[src/rtl/logic_op_pkg.sv]
// Shared definitions for the logic-operation arbiter: opcode values and FSM state encoding.
package logic_op_pkg;

    localparam logic [2:0] OP_AND  = 3'd0;
    localparam logic [2:0] OP_OR   = 3'd1;
    localparam logic [2:0] OP_NOR  = 3'd2;
    localparam logic [2:0] OP_NAND = 3'd3;
    localparam logic [2:0] OP_XOR  = 3'd4;

    typedef enum logic [1:0] {
        ST_IDLE = 2'd0,
        ST_EXEC = 2'd1,
        ST_RESP = 2'd2
    } state_t;

endpackage

[src/rtl/logic_alu.sv]
// Purely combinational bitwise unit; opcodes outside AND..XOR yield zero data and err=1.
module logic_alu
    import logic_op_pkg::*;
#(
    parameter int WIDTH = 8
) (
    input  logic [2:0]       op,
    input  logic [WIDTH-1:0] a,
    input  logic [WIDTH-1:0] b,
    output logic [WIDTH-1:0] y,
    output logic             err
);

    always_comb begin
        y   = '0;
        err = 1'b0;
        case (op)
            OP_AND:  y = a & b;
            OP_OR:   y = a | b;
            OP_NOR:  y = ~(a | b);
            OP_NAND: y = ~(a & b);
            OP_XOR:  y = a ^ b;
            default: err = 1'b1;
        endcase
    end

endmodule

[src/rtl/logic_op_arbiter.sv]
// Round-robin arbiter sharing one registered logic_alu among N_REQ requesters.
// Handshake: a transfer happens on a rising edge where valid and ready are both high;
// req_ready is offered only in IDLE, rsp_valid holds with stable payload until rsp_ready.
module logic_op_arbiter
    import logic_op_pkg::*;
#(
    parameter int N_REQ = 4,
    parameter int WIDTH = 8,
    localparam int ID_W = (N_REQ > 1) ? $clog2(N_REQ) : 1
) (
    input  logic                   clk,
    input  logic                   rst_n,
    input  logic [N_REQ-1:0]       req_valid,
    output logic [N_REQ-1:0]       req_ready,
    input  logic [3*N_REQ-1:0]     req_op,
    input  logic [WIDTH*N_REQ-1:0] req_a,
    input  logic [WIDTH*N_REQ-1:0] req_b,
    output logic                   rsp_valid,
    input  logic                   rsp_ready,
    output logic [ID_W-1:0]        rsp_id,
    output logic [WIDTH-1:0]       rsp_data,
    output logic                   rsp_err,
    output logic                   busy
);

    state_t            state;
    state_t            state_next;
    logic [ID_W-1:0]   rr_ptr;
    logic [ID_W-1:0]   grant;
    logic              grant_found;
    logic [ID_W-1:0]   hi_grant;
    logic              hi_found;
    logic [ID_W-1:0]   lo_grant;
    logic              accept;
    logic [2:0]        sel_op;
    logic [WIDTH-1:0]  sel_a;
    logic [WIDTH-1:0]  sel_b;
    logic [2:0]        op_q;
    logic [WIDTH-1:0]  a_q;
    logic [WIDTH-1:0]  b_q;
    logic [ID_W-1:0]   id_q;
    logic [WIDTH-1:0]  alu_y;
    logic              alu_err;

    // Round-robin: lowest valid index at or above rr_ptr, else lowest valid index overall.
    always_comb begin
        hi_grant    = '0;
        hi_found    = 1'b0;
        lo_grant    = '0;
        grant_found = 1'b0;
        for (int i = N_REQ - 1; i >= 0; i--) begin
            if (req_valid[i]) begin
                lo_grant    = i[ID_W-1:0];
                grant_found = 1'b1;
                if (i >= int'(rr_ptr)) begin
                    hi_grant = i[ID_W-1:0];
                    hi_found = 1'b1;
                end
            end
        end
        grant = hi_found ? hi_grant : lo_grant;
    end

    always_comb begin
        sel_op = '0;
        sel_a  = '0;
        sel_b  = '0;
        for (int i = 0; i < N_REQ; i++) begin
            if (int'(grant) == i) begin
                sel_op = req_op[3*i +: 3];
                sel_a  = req_a[WIDTH*i +: WIDTH];
                sel_b  = req_b[WIDTH*i +: WIDTH];
            end
        end
    end

    assign accept = (state == ST_IDLE) && grant_found;

    always_ff @(posedge clk or negedge rst_n) begin
        if (!rst_n) begin
            state <= ST_IDLE;
        end else begin
            state <= state_next;
        end
    end

    always_comb begin
        state_next = state;
        case (state)
            ST_IDLE: if (accept) state_next = ST_EXEC;
            ST_EXEC: state_next = ST_RESP;
            ST_RESP: if (rsp_ready) state_next = ST_IDLE;
            default: state_next = ST_IDLE;
        endcase
    end

    always_comb begin
        req_ready = '0;
        if (accept) begin
            req_ready[grant] = 1'b1;
        end
        rsp_valid = (state == ST_RESP);
        busy      = (state != ST_IDLE);
    end

    logic_alu #(.WIDTH(WIDTH)) u_alu (
        .op  (op_q),
        .a   (a_q),
        .b   (b_q),
        .y   (alu_y),
        .err (alu_err)
    );

    // Operands latch on accept; the response registers load only in EXEC and then hold through RESP.
    always_ff @(posedge clk or negedge rst_n) begin
        if (!rst_n) begin
            rr_ptr   <= '0;
            op_q     <= '0;
            a_q      <= '0;
            b_q      <= '0;
            id_q     <= '0;
            rsp_id   <= '0;
            rsp_data <= '0;
            rsp_err  <= 1'b0;
        end else begin
            if (accept) begin
                op_q <= sel_op;
                a_q  <= sel_a;
                b_q  <= sel_b;
                id_q <= grant;
                if (int'(grant) == N_REQ - 1) begin
                    rr_ptr <= '0;
                end else begin
                    rr_ptr <= grant + 1'b1;
                end
            end
            if (state == ST_EXEC) begin
                rsp_id   <= id_q;
                rsp_data <= alu_y;
                rsp_err  <= alu_err;
            end
        end
    end

endmodule

[config.mk]
export PLATFORM = sky130hd
export DESIGN_NAME = logic_op_arbiter
export DESIGN_NICKNAME = d
export VERILOG_FILES = /design/src/rtl/logic_op_pkg.sv /design/src/rtl/logic_alu.sv /design/src/rtl/logic_op_arbiter.sv
export SDC_FILE = /design/constraint.sdc
export NUM_CORES = 1
export LEC_CHECK = 0
export CORE_MARGIN = 10
export CORE_UTILIZATION = 42
export CTS_BUF_LIST = sky130_fd_sc_hd__clkbuf_2
export CTS_CLUSTER_DIAMETER = 80
export DETAILED_ROUTE_END_ITERATION = 10
export PLACE_DENSITY = 0.85
export SKIP_CTS_REPAIR_TIMING = 1
export SLEW_MARGIN = 20
export SYNTH_ARGS = -nofsm -noshare
export SYNTH_HDL_FRONTEND = slang
export SYNTH_SLANG_ARGS = --single-unit
export TNS_END_PERCENT = 5
[constraint.sdc]
create_clock -name clk -period 2.7 [get_ports clk]
set_input_delay 0.675 -clock clk [delete_from_list [all_inputs] [get_ports clk]]
set_output_delay 0.675 -clock clk [all_outputs]
set_load 0.02 [all_outputs]
Word level (Yosys, flattened, before mapping):

Cells that the tools add are included.

* bits in registers: 36
* input bits: 83
* output and inout port bits: 17
* logic and storage cells: 81

* $add $sub $neg: 1
* order comparisons: 5
* equal/unequal tests: 11
* muxes and demuxes: 42
* bitwise logic cells: 5
* reduce and logical (&&, ||, !) cells: 8

Operator list (number)
* 2-to-1 mux 8 bit: 8
* one-hot mux 8 bit (5 select lines): 1
* 2-to-1 mux 2 bit: 14
* inverter 8 bit: 2
* 2-to-1 mux 1 bit: 12
* 2-to-1 mux 3 bit: 4
* bitwise AND 8 bit: 1
* bitwise OR 8 bit: 1
* bitwise XOR 8 bit: 1
* == test 2 bit (second input constant): 3
* == test 3 x 2 -> 1 bit (second input constant): 2
* one-hot mux 2 bit (3 select lines): 1
* OR reduction 5 bit: 1
* == test 2 x 1 -> 1 bit (second input constant): 2
* greater-or-equal comparator 1 x 2 -> 1 bit (first input constant): 2
* logical NOT 2 bit: 2
* 2-to-1 mux 4 bit: 1
* == test 3 x 1 -> 1 bit (second input constant): 1
* == test 3 bit (second input constant): 1
* logical NOT 3 bit: 1
* less-than comparator 2 x 3 -> 1 bit (second input constant): 1
* adder 2 x 1 -> 2 bit (second input constant): 1
* demux 1 bit (select 2 bit): 1
* greater-or-equal comparator 2 x 1 -> 1 bit (second input constant): 1
* 6 further kinds: 7

Depth between registers and ports, before layout:

Gate-level depths: netlist of the first run.

* word-level depth: 13
* gate-level depth with buffers: 11
* depth with buffers taken out: 9

Modules after synthesis:

Synthesis of the first run repeated with hierarchy kept, for this count alone.

* cells, all modules: 328
* area, all modules: 2825.2 µm²

Modules (own cells, without submodules)
* logic_op_arbiter: times used 1, cells an instance 241, area an instance 2189.6 µm², seq. area each 900.9 µm²
* logic_alu: times used 1, cells an instance 87, area an instance 635.6 µm², seq. area each 0.0 µm²

Worst setup path before layout of the first run:

Ideal clock, no wire load.

* path kind: input to output
* from: input req_valid[3]
* to: output req_ready[3]
* arrival time: 2132 ps
* data required time: 2025 ps
* path slack: -107 ps
* stages: 6
* cells stage by stage: o21ai_0 -> a221oi_1 -> ha_1 -> clkbuf_1 -> buf_2 -> and2_1

* longest elaborated chain between the ends: 13

RTL lines
* start, declared: line logic_op_arbiter.sv:13 `input logic [N_REQ-1:0] req_valid,`
* 2-to-1 mux 2 bit / 2-to-1 mux 1 bit (equally long branches): line logic_op_arbiter.sv:52 `if (req_valid[i]) begin`
* 2-to-1 mux 2 bit / 2-to-1 mux 1 bit (equally long branches): line logic_op_arbiter.sv:55 `if (i >= int'(rr_ptr)) begin`
* 2-to-1 mux 2 bit / 2-to-1 mux 1 bit (equally long branches): line logic_op_arbiter.sv:52
* 2-to-1 mux 2 bit / 2-to-1 mux 1 bit (equally long branches): line logic_op_arbiter.sv:55
* 2-to-1 mux 2 bit / 2-to-1 mux 1 bit (equally long branches): line logic_op_arbiter.sv:52
* 2-to-1 mux 2 bit / 2-to-1 mux 1 bit (equally long branches): line logic_op_arbiter.sv:55
* 2-to-1 mux 2 bit / 2-to-1 mux 1 bit (equally long branches): line logic_op_arbiter.sv:52
* 2-to-1 mux 2 bit *: line logic_op_arbiter.sv:61 `grant = hi_found ? hi_grant : lo_grant;`
* named net grant[1]: line logic_op_arbiter.sv:29 `logic [ID_W-1:0] grant;`
* less-than comparator 2 x 3 -> 1 bit (implied by the code) / greater-or-equal comparator 2 x 1 -> 1 bit (equally long branches): line logic_op_arbiter.sv:100 `req_ready[grant] = 1'b1;`
* logical AND 1 bit (implied by the code): line logic_op_arbiter.sv:100
* 2-to-1 mux 1 bit (implied by the code): line logic_op_arbiter.sv:100
* demux 1 bit (select 2 bit) *: line logic_op_arbiter.sv:100
* 2-to-1 mux 4 bit *: line logic_op_arbiter.sv:99 `if (accept) begin`
* end, declared: line logic_op_arbiter.sv:14 `output logic [N_REQ-1:0] req_ready,`

The timed path passes the listed nets; every way through them passes the cells marked *.

Worst setup path after layout of the first run:

* from: register rr_ptr[0]
* to: output req_ready[1]

* longest elaborated chain between the ends: 13

RTL lines
* start, declared: line logic_op_arbiter.sv:28 `logic [ID_W-1:0] rr_ptr;`
* start signal, assigned: line logic_op_arbiter.sv:134 `rr_ptr <= grant + 1'b1;`
* greater-or-equal comparator 2 bit: line logic_op_arbiter.sv:55
* 2-to-1 mux 2 bit / 2-to-1 mux 1 bit (equally long branches): line logic_op_arbiter.sv:55
* 2-to-1 mux 2 bit / 2-to-1 mux 1 bit (equally long branches): line logic_op_arbiter.sv:52
* 2-to-1 mux 2 bit / 2-to-1 mux 1 bit (equally long branches): line logic_op_arbiter.sv:55
* 2-to-1 mux 2 bit / 2-to-1 mux 1 bit (equally long branches): line logic_op_arbiter.sv:52
* 2-to-1 mux 2 bit / 2-to-1 mux 1 bit (equally long branches): line logic_op_arbiter.sv:55
* 2-to-1 mux 2 bit / 2-to-1 mux 1 bit (equally long branches): line logic_op_arbiter.sv:52
* 2-to-1 mux 2 bit *: line logic_op_arbiter.sv:61
* named net grant[1]: line logic_op_arbiter.sv:29
* less-than comparator 2 x 3 -> 1 bit (implied by the code) / greater-or-equal comparator 2 x 1 -> 1 bit (equally long branches): line logic_op_arbiter.sv:100
* logical AND 1 bit (implied by the code): line logic_op_arbiter.sv:100
* 2-to-1 mux 1 bit (implied by the code): line logic_op_arbiter.sv:100
* demux 1 bit (select 2 bit) *: line logic_op_arbiter.sv:100
* 2-to-1 mux 4 bit *: line logic_op_arbiter.sv:99

Marked as above.

==> impl_metrics.env, run 1 <==
export IMPL_hold_violations=0
export IMPL_crit_reg2reg_launch="rr_ptr[0]"
export IMPL_power_clock_fraction=0.063
export IMPL_detailedRoute_firstPassIterationCount=5
export IMPL_antenna_violating_nets_post_route=0
export IMPL_powerDensity_nw_per_um2=982
export IMPL_clkTransAtPathRegs_ps=170
export IMPL_netlist_top_cell_by_area="dfrtp_1"
export IMPL_rr_worst_depth=11
export IMPL_finalClockSkew_ps=25.7
export IMPL_syn_num_nets=442
export IMPL_average_cell_area_after_synthesis_sq_um=7.88
export IMPL_layoutNonFillerInstCount=503
export IMPL_vdd_ir_drop_max_mv=0.448
export IMPL_max_root_sink_buffers=2
export IMPL_synth_lib_cells_used_distinct=31
export IMPL_grt_pass1_vias=2649
export IMPL_worst_path_largest_cell_delay_ps=470
export IMPL_cap_violations=0
export IMPL_max_freq_mhz=380
export IMPL_netlist_instances=339
export IMPL_h_tree_depth=2
export IMPL_post_synthesis_compound_gate_area_fraction=0.286
export IMPL_rows=29
export IMPL_seq_area_frac_synth=0.337
export IMPL_adder_cell_area_share_of_the_yosys_netlist=0.0936
export IMPL_net_switching_fraction_of_the_power=0.468
export IMPL_final_common_cell="clkdlybuf4s50_1"
export IMPL_path_max_fanout=4
export IMPL_share_of_flip_flops_with_an_asynchronous_set_or_reset_after_synthesis=1.00
export IMPL_wl_mm=7.41
export IMPL_yosys_area_share_simple=0.115
export IMPL_power_internal_mw=1.95
export IMPL_grtUsageTotal=0.146
export IMPL_syn_to_final_growth_pct=39.3
export IMPL_crit_end="req_ready[1]"
export IMPL_placed_cells=494
export IMPL_gpl_final_weighted_congestion=0.776
export IMPL_crit_path_cell_trace="inv_2 > o21ai_1 > a221oi_2 > buf_4 > inv_1 > ha_1 > and2_4 > buf_4"
export IMPL_global_route_wire_length_before_repair_mm=12.2
export IMPL_synth_yosys_warnings=0
export IMPL_cts_root_buffer="clkbuf_2"
export IMPL_power_frac_comb=0.633
export IMPL_synth_area_top_cells="dfrtp_1 34%, a21oi_1 11%, ha_1 9.4%"
export IMPL_cts_tree="yes"
export IMPL_setup_reg_to_reg_worst_slack_ps=350
export IMPL_drt_iter0_markers=132
export IMPL_setup_viol=0
export IMPL_hp_class="primary input to asynchronous set/reset pin"
export IMPL_ratio_of_cells_with_drive_above_1_in_the_final_layout=0.0800
export IMPL_outcome="finished, final reports clean"
export IMPL_r2r_end="b_q[7]"
export IMPL_path_common_cell="buf_4"
export IMPL_pin_count_of_the_biggest_net_entering_global_routing=44
export IMPL_grt_overflow_total=0
export IMPL_clk_insertion_delay_late_ps=380
export IMPL_critPathCaptureType="output port"
export IMPL_yosys_register_bits=36
export IMPL_synth_area_sq_um=2670
export IMPL_leakage_power_of_the_design_nw=1.72
export IMPL_final_total_pwr_mw=3.66
export IMPL_crit_slowest_cell="dfrtp_1"
export IMPL_place_port_buffers=99
export IMPL_min_period_over_period=0.975
export IMPL_number_of_flops_mapped_to_enable_cells_by_yosys=0
export IMPL_route_detailed_vias_per_inst=5.29
export IMPL_preCtsSetupSlack_ps=-744
export IMPL_path_class="register to output port"
export IMPL_layout_setup_ws_ps=67.8
export IMPL_floorplan_io_pins=100
export IMPL_sequentialPowerShare=0.305
export IMPL_num_nets_final=528
export IMPL_worst_slew_pin_slew_ps=1010
export IMPL_coreArea_sq_um=6280
export IMPL_die_height_um=99.8
export IMPL_cts_sink_count=36
export IMPL_die_width_um=99.8
export IMPL_synth_top_family_by_area="compound AO/OA/AOI/OAI gates"
export IMPL_num_vias=2659
export IMPL_maxSlewHeadroom=0.330
export IMPL_utilization=0.593
export IMPL_timing_critical_path_from_type="register"
export IMPL_finalHoldWorstSlack_ps=338
export IMPL_cp_data_arrival_time_ps=1960
export IMPL_unrepaired_setup_endpoints_after_global_routing="true"
export IMPL_critPathLaunch="rr_ptr[0]"
export IMPL_drt_drc_violations_left=0
export IMPL_finalWorstPathRequiredPeriod_ps=2630
export IMPL_synthMuxAreaShare=0.0510
export IMPL_post_drt_wl_per_cell_um=14.7
export IMPL_maxSlewViolCount=0
export IMPL_grt_antenna_before_repair=0
export IMPL_switching_component_of_the_power_mw=1.71
export IMPL_required_ps=2030
export IMPL_start_util=0.426
export IMPL_cts_inserted_buffers=5
export IMPL_synth_xor_xnor_area_share=0
export IMPL_synth_ff_type="dfrtp_1"
export IMPL_die_area_sq_um=9950
export IMPL_yosys_top_cell_area_share=0.337
export IMPL_detailed_place_hpwl_mm=5.94
export IMPL_most_frequent_cells_in_the_layout="90 x clkdlybuf4s50_1, 58 x a21oi_1, 46 x inv_1"
## power by group through the flow
stage | logic (mW) | clock network [mW] | registers (mW)
floorplan | 1.71 | 0 | 1.05
global route | 2.62 | 0.252 | 1.16
detailed placement | 2.29 | 0 | 1.13
global placement | 2.21 | 0 | 1.10
finish | 2.32 | 0.229 | 1.11
CTS | 2.30 | 0.235 | 1.11
## stage by stage
step / TNS [ps] / area (sq um)
global route: -100 / 3720
CTS: -2840 / 3700
detailed placement: -8040 / 3670
floorplan: 0 / 2680
finish: 0 / 3720
global placement: -5770 / 3670
## worst max-delay path: cells and delay by family (launching register included)
family,cells,cell delay (ps)
AOI/OAI and AO/OA,2,310
DFF,1,470
buffers and inverters,4,470
adders and majority gates,1,190
and+or+nand+nor,1,150
## cells by family after synthesis
group | Yosys count
AO/OA/AOI/OAI | 130
flip-flops | 36
adder cells (fa/ha/maj) | 20
AND/OR/NAND/NOR | 66
multiplexers | 13
buffers and inverters | 74
## how the worst min path moves through the flow
stage	from	endpoint	slack [ps]	cells after the start
3_3_place_gp	rsp_err	rsp_err	470	2
2_1_floorplan	rst_n	a_q[0]	380	0
3_5_place_dp	rsp_err	rsp_err	490	2
6_report	rst_n	b_q[4]	340	1
5_1_grt	rst_n	b_q[4]	410	1
4_1_cts	rst_n	rsp_data[2]	360	1
## sequential cells by signal, summed over array words and instances (netlist names)
register  cells
op_q          3
rsp_id        2
rsp_err       1
id_q          2
state         2
rsp_data      8
a_q           8
rr_ptr        2
b_q           8
## layout make-up
cell class | count | area, sq um
Antenna cell | 1 | 2.50
Clock buffer | 6 | 30.0
Clock inverter | 1 | 5.00
Fill cell | 534 | 2550
Inverter | 47 | 176
Multi-Input combinational cell | 229 | 1480
Sequential cell | 36 | 902
Tap cell | 77 | 96.3
Timing Repair Buffer | 106 | 1040
## Yosys cell counts (2+ instances only)
cell type / n
mux2i_1: 8
a211oi_1: 8
clkbuf_1: 10
a21oi_1: 58
dfrtp_1: 36
ha_1: 20
buf_2: 12
and2_1: 4
nor2_1: 30
nand3_1: 2
nand2b_1: 2
a22oi_1: 24
nand2_1: 20
o21ai_0: 22
buf_4: 4
a221oi_1: 4
o21ai_1: 7
mux2_2: 5
a31oi_1: 3
inv_1: 47
a211o_1: 3
## per-layer routing
layer / up-vias / wire (um) / global-route usage
met1: 1210 / 3260 / 0.171
met3: 10 / 732 / 0.0652
li1: 1339 / - / -
met2: 100 / 3300 / 0.230
met5: - / 0 / 0
met4: 0 / 119 / 0.0496
Power figures use the tool's default switching activity.
==> inputs of run 2 (changes only) <==
Settings changed: SKIP_CTS_REPAIR_TIMING 1 to not set.
==> run 2 against run 1 <==
Against the previous run: total power increased by 0.22%; design area increased by 0.13%; critical path depth up 1; register-to-register slack is essentially flat; sequential share of layout area barely moved; flip-flop and latch count stayed put; sequential power about the same; fmax down 1.7%; critical path type is now primary input to output port; largest cell class unchanged; highest routed layer unchanged.
==> impl_metrics.env, run 2 (synthesis results as in run 1) <==
export IMPL_finalClockSkew_ps=24.2
export IMPL_ratio_of_cells_with_drive_above_1_in_the_final_layout=0.0892
export IMPL_route_detailed_vias_per_inst=5.30
export IMPL_hp_class="primary input to asynchronous set/reset pin"
export IMPL_detailed_place_hpwl_mm=5.94
export IMPL_fill_cells=537
export IMPL_path_max_fanout=4
export IMPL_cts_sink_count=36
export IMPL_pin_count_of_the_biggest_net_entering_global_routing=44
export IMPL_crit_reg2reg_launch="rr_ptr[1]"
export IMPL_die_width_um=99.8
export IMPL_maxSlewViolCount=0
export IMPL_maxSlewHeadroom=0.329
export IMPL_reg_top3="a_q (8), b_q (8), rsp_data (8)"
export IMPL_num_nets_final=529
export IMPL_grt_antenna_before_repair=0
export IMPL_floorplan_io_pins=100
export IMPL_drt_drc_violations_left=0
export IMPL_clk_insertion_delay_late_ps=380
export IMPL_finalWorstPathRequiredPeriod_ps=2680
export IMPL_grt_pass1_vias=2656
export IMPL_utilization=0.594
export IMPL_placed_area_sq_um=3670
export IMPL_hold_violations=0
export IMPL_die_height_um=99.8
export IMPL_start_util=0.426
export IMPL_gpl_final_weighted_congestion=0.776
export IMPL_finalHoldWorstSlack_ps=337
export IMPL_preCtsSetupSlack_ps=-744
export IMPL_syn_to_final_growth_pct=39.5
export IMPL_required_ps=2030
export IMPL_max_root_sink_buffers=2
export IMPL_die_area_sq_um=9950
export IMPL_drt_iter0_markers=146
export IMPL_leakage_power_of_the_design_nw=1.69
export IMPL_global_route_wire_length_before_repair_mm=12.3
export IMPL_post_drt_wl_per_cell_um=14.8
export IMPL_min_period_over_period=0.992
export IMPL_detailedRoute_firstPassIterationCount=4
export IMPL_coreArea_sq_um=6280
export IMPL_outcome="finished, final reports clean"
export IMPL_crit_slowest_cell="dlygate4sd2_1"
export IMPL_path_class="primary input to output port"
export IMPL_wl_mm=7.43
export IMPL_multi_input_area_sq_um=1480
export IMPL_critPathCaptureType="output port"
export IMPL_powerDensity_nw_per_um2=983
export IMPL_unrepaired_setup_endpoints_after_global_routing="true"
export IMPL_h_tree_depth=2
export IMPL_layoutNonFillerInstCount=504
export IMPL_grt_overflow_total=0
export IMPL_final_setup_tns_ps=0
export IMPL_setup_viol=0
export IMPL_place_port_buffers=99
export IMPL_layout_setup_ws_ps=21.7
export IMPL_clkTransAtPathRegs_ps=170
export IMPL_cp_data_arrival_time_ps=2000
export IMPL_antenna_violating_nets_post_route=0
export IMPL_worst_path_largest_cell_delay_ps=280
export IMPL_cts_tree="yes"
export IMPL_max_freq_mhz=373
export IMPL_final_common_cell="clkdlybuf4s50_1"
export IMPL_layout_cell_area_non_filler_sq_um=3730
export IMPL_vdd_ir_drop_max_mv=0.449
export IMPL_cts_inserted_buffers=5
export IMPL_crit_path_cell_trace="dlygate4sd2_1 > nand3_2 > a21oi_2 > a221oi_2 > buf_4 > inv_1 > ha_1 > and2_1 > buf_4"
export IMPL_rows=29
export IMPL_final_total_pwr_mw=3.67
export IMPL_timing_critical_path_from_type="primary input"
export IMPL_setup_reg_to_reg_worst_slack_ps=360
export IMPL_most_frequent_cells_in_the_layout="90 x clkdlybuf4s50_1, 57 x a21oi_1, 46 x inv_1"
export IMPL_placed_cells=494
export IMPL_final_seq_area_sq_um=902
export IMPL_grtUsageTotal=0.147
export IMPL_cts_root_buffer="clkbuf_2"
export IMPL_path_common_cell="buf_4"
export IMPL_r2r_end="b_q[7]"
export IMPL_rr_worst_depth=10
export IMPL_cap_violations=0
export IMPL_num_vias=2669
export IMPL_worst_slew_pin_slew_ps=1010
-- run 2: changes by cell type in the layout (fill, tap and decap cells not counted), sizes merged --
cell	before	now
dlymetal6s2s	4	0
clkdlybuf4s15	0	2
dlygate4sd2	0	2
clkbuf	7	6
buf	11	13
-- run 2: how the worst max path moves through the flow --
stage / depth (start not counted) / end / start
global placement: 8 / req_ready[2] / req_valid[3]
detailed placement: 8 / req_ready[2] / req_valid[3]
finish: 9 / req_ready[0] / req_valid[0]
floorplan: 6 / req_ready[3] / req_valid[3]
CTS: 9 / req_ready[1] / req_valid[0]
global route: 7 / req_ready[2] / rr_ptr[1]
-- run 2: metal layers --
layer | vias up | track usage | wire length (um)
met5 | - | 0 | 0
met4 | 0 | 0.0496 | 118
met3 | 10 | 0.0646 | 716
met2 | 94 | 0.232 | 3340
met1 | 1222 | 0.173 | 3260
li1 | 1343 | - | -
-- run 2: layout make-up --
type                            instances  area share
Multi-Input combinational cell        229       0.398
Timing Repair Buffer                  107       0.277
Sequential cell                        36       0.242
Inverter                               47      0.0473
Tap cell                               77      0.0258
Clock buffer                            6     0.00805
Clock inverter                          1     0.00134
Antenna cell                            1    0.000671
-- run 2: critical path, delay by kind of cell --
| kind | cells | cell delay (ps) |
|---|---|---|
| and+or+nand+nor | 2 | 230 |
| buffers and inverters | 4 | 670 |
| AOI/OAI and AO/OA | 2 | 240 |
| adders and majority gates | 1 | 190 |
-- run 2: timing repair --
| action | CTS | global route |
|---|---|---|
| resized for setup | 27 | 9 |
| pin swaps | 1 | 1 |
| hold endpoints to repair | 0 | 0 |
| setup buffers | 1 | 1 |
| setup endpoints to repair | 4 | 4 |
| hold buffers | 0 | 0 |
-- run 2: power by group --
group          internal, mW  switching, mW
clock network        0.0617          0.167
registers             0.810          0.306
logic                  1.08           1.24
total                  1.95           1.72
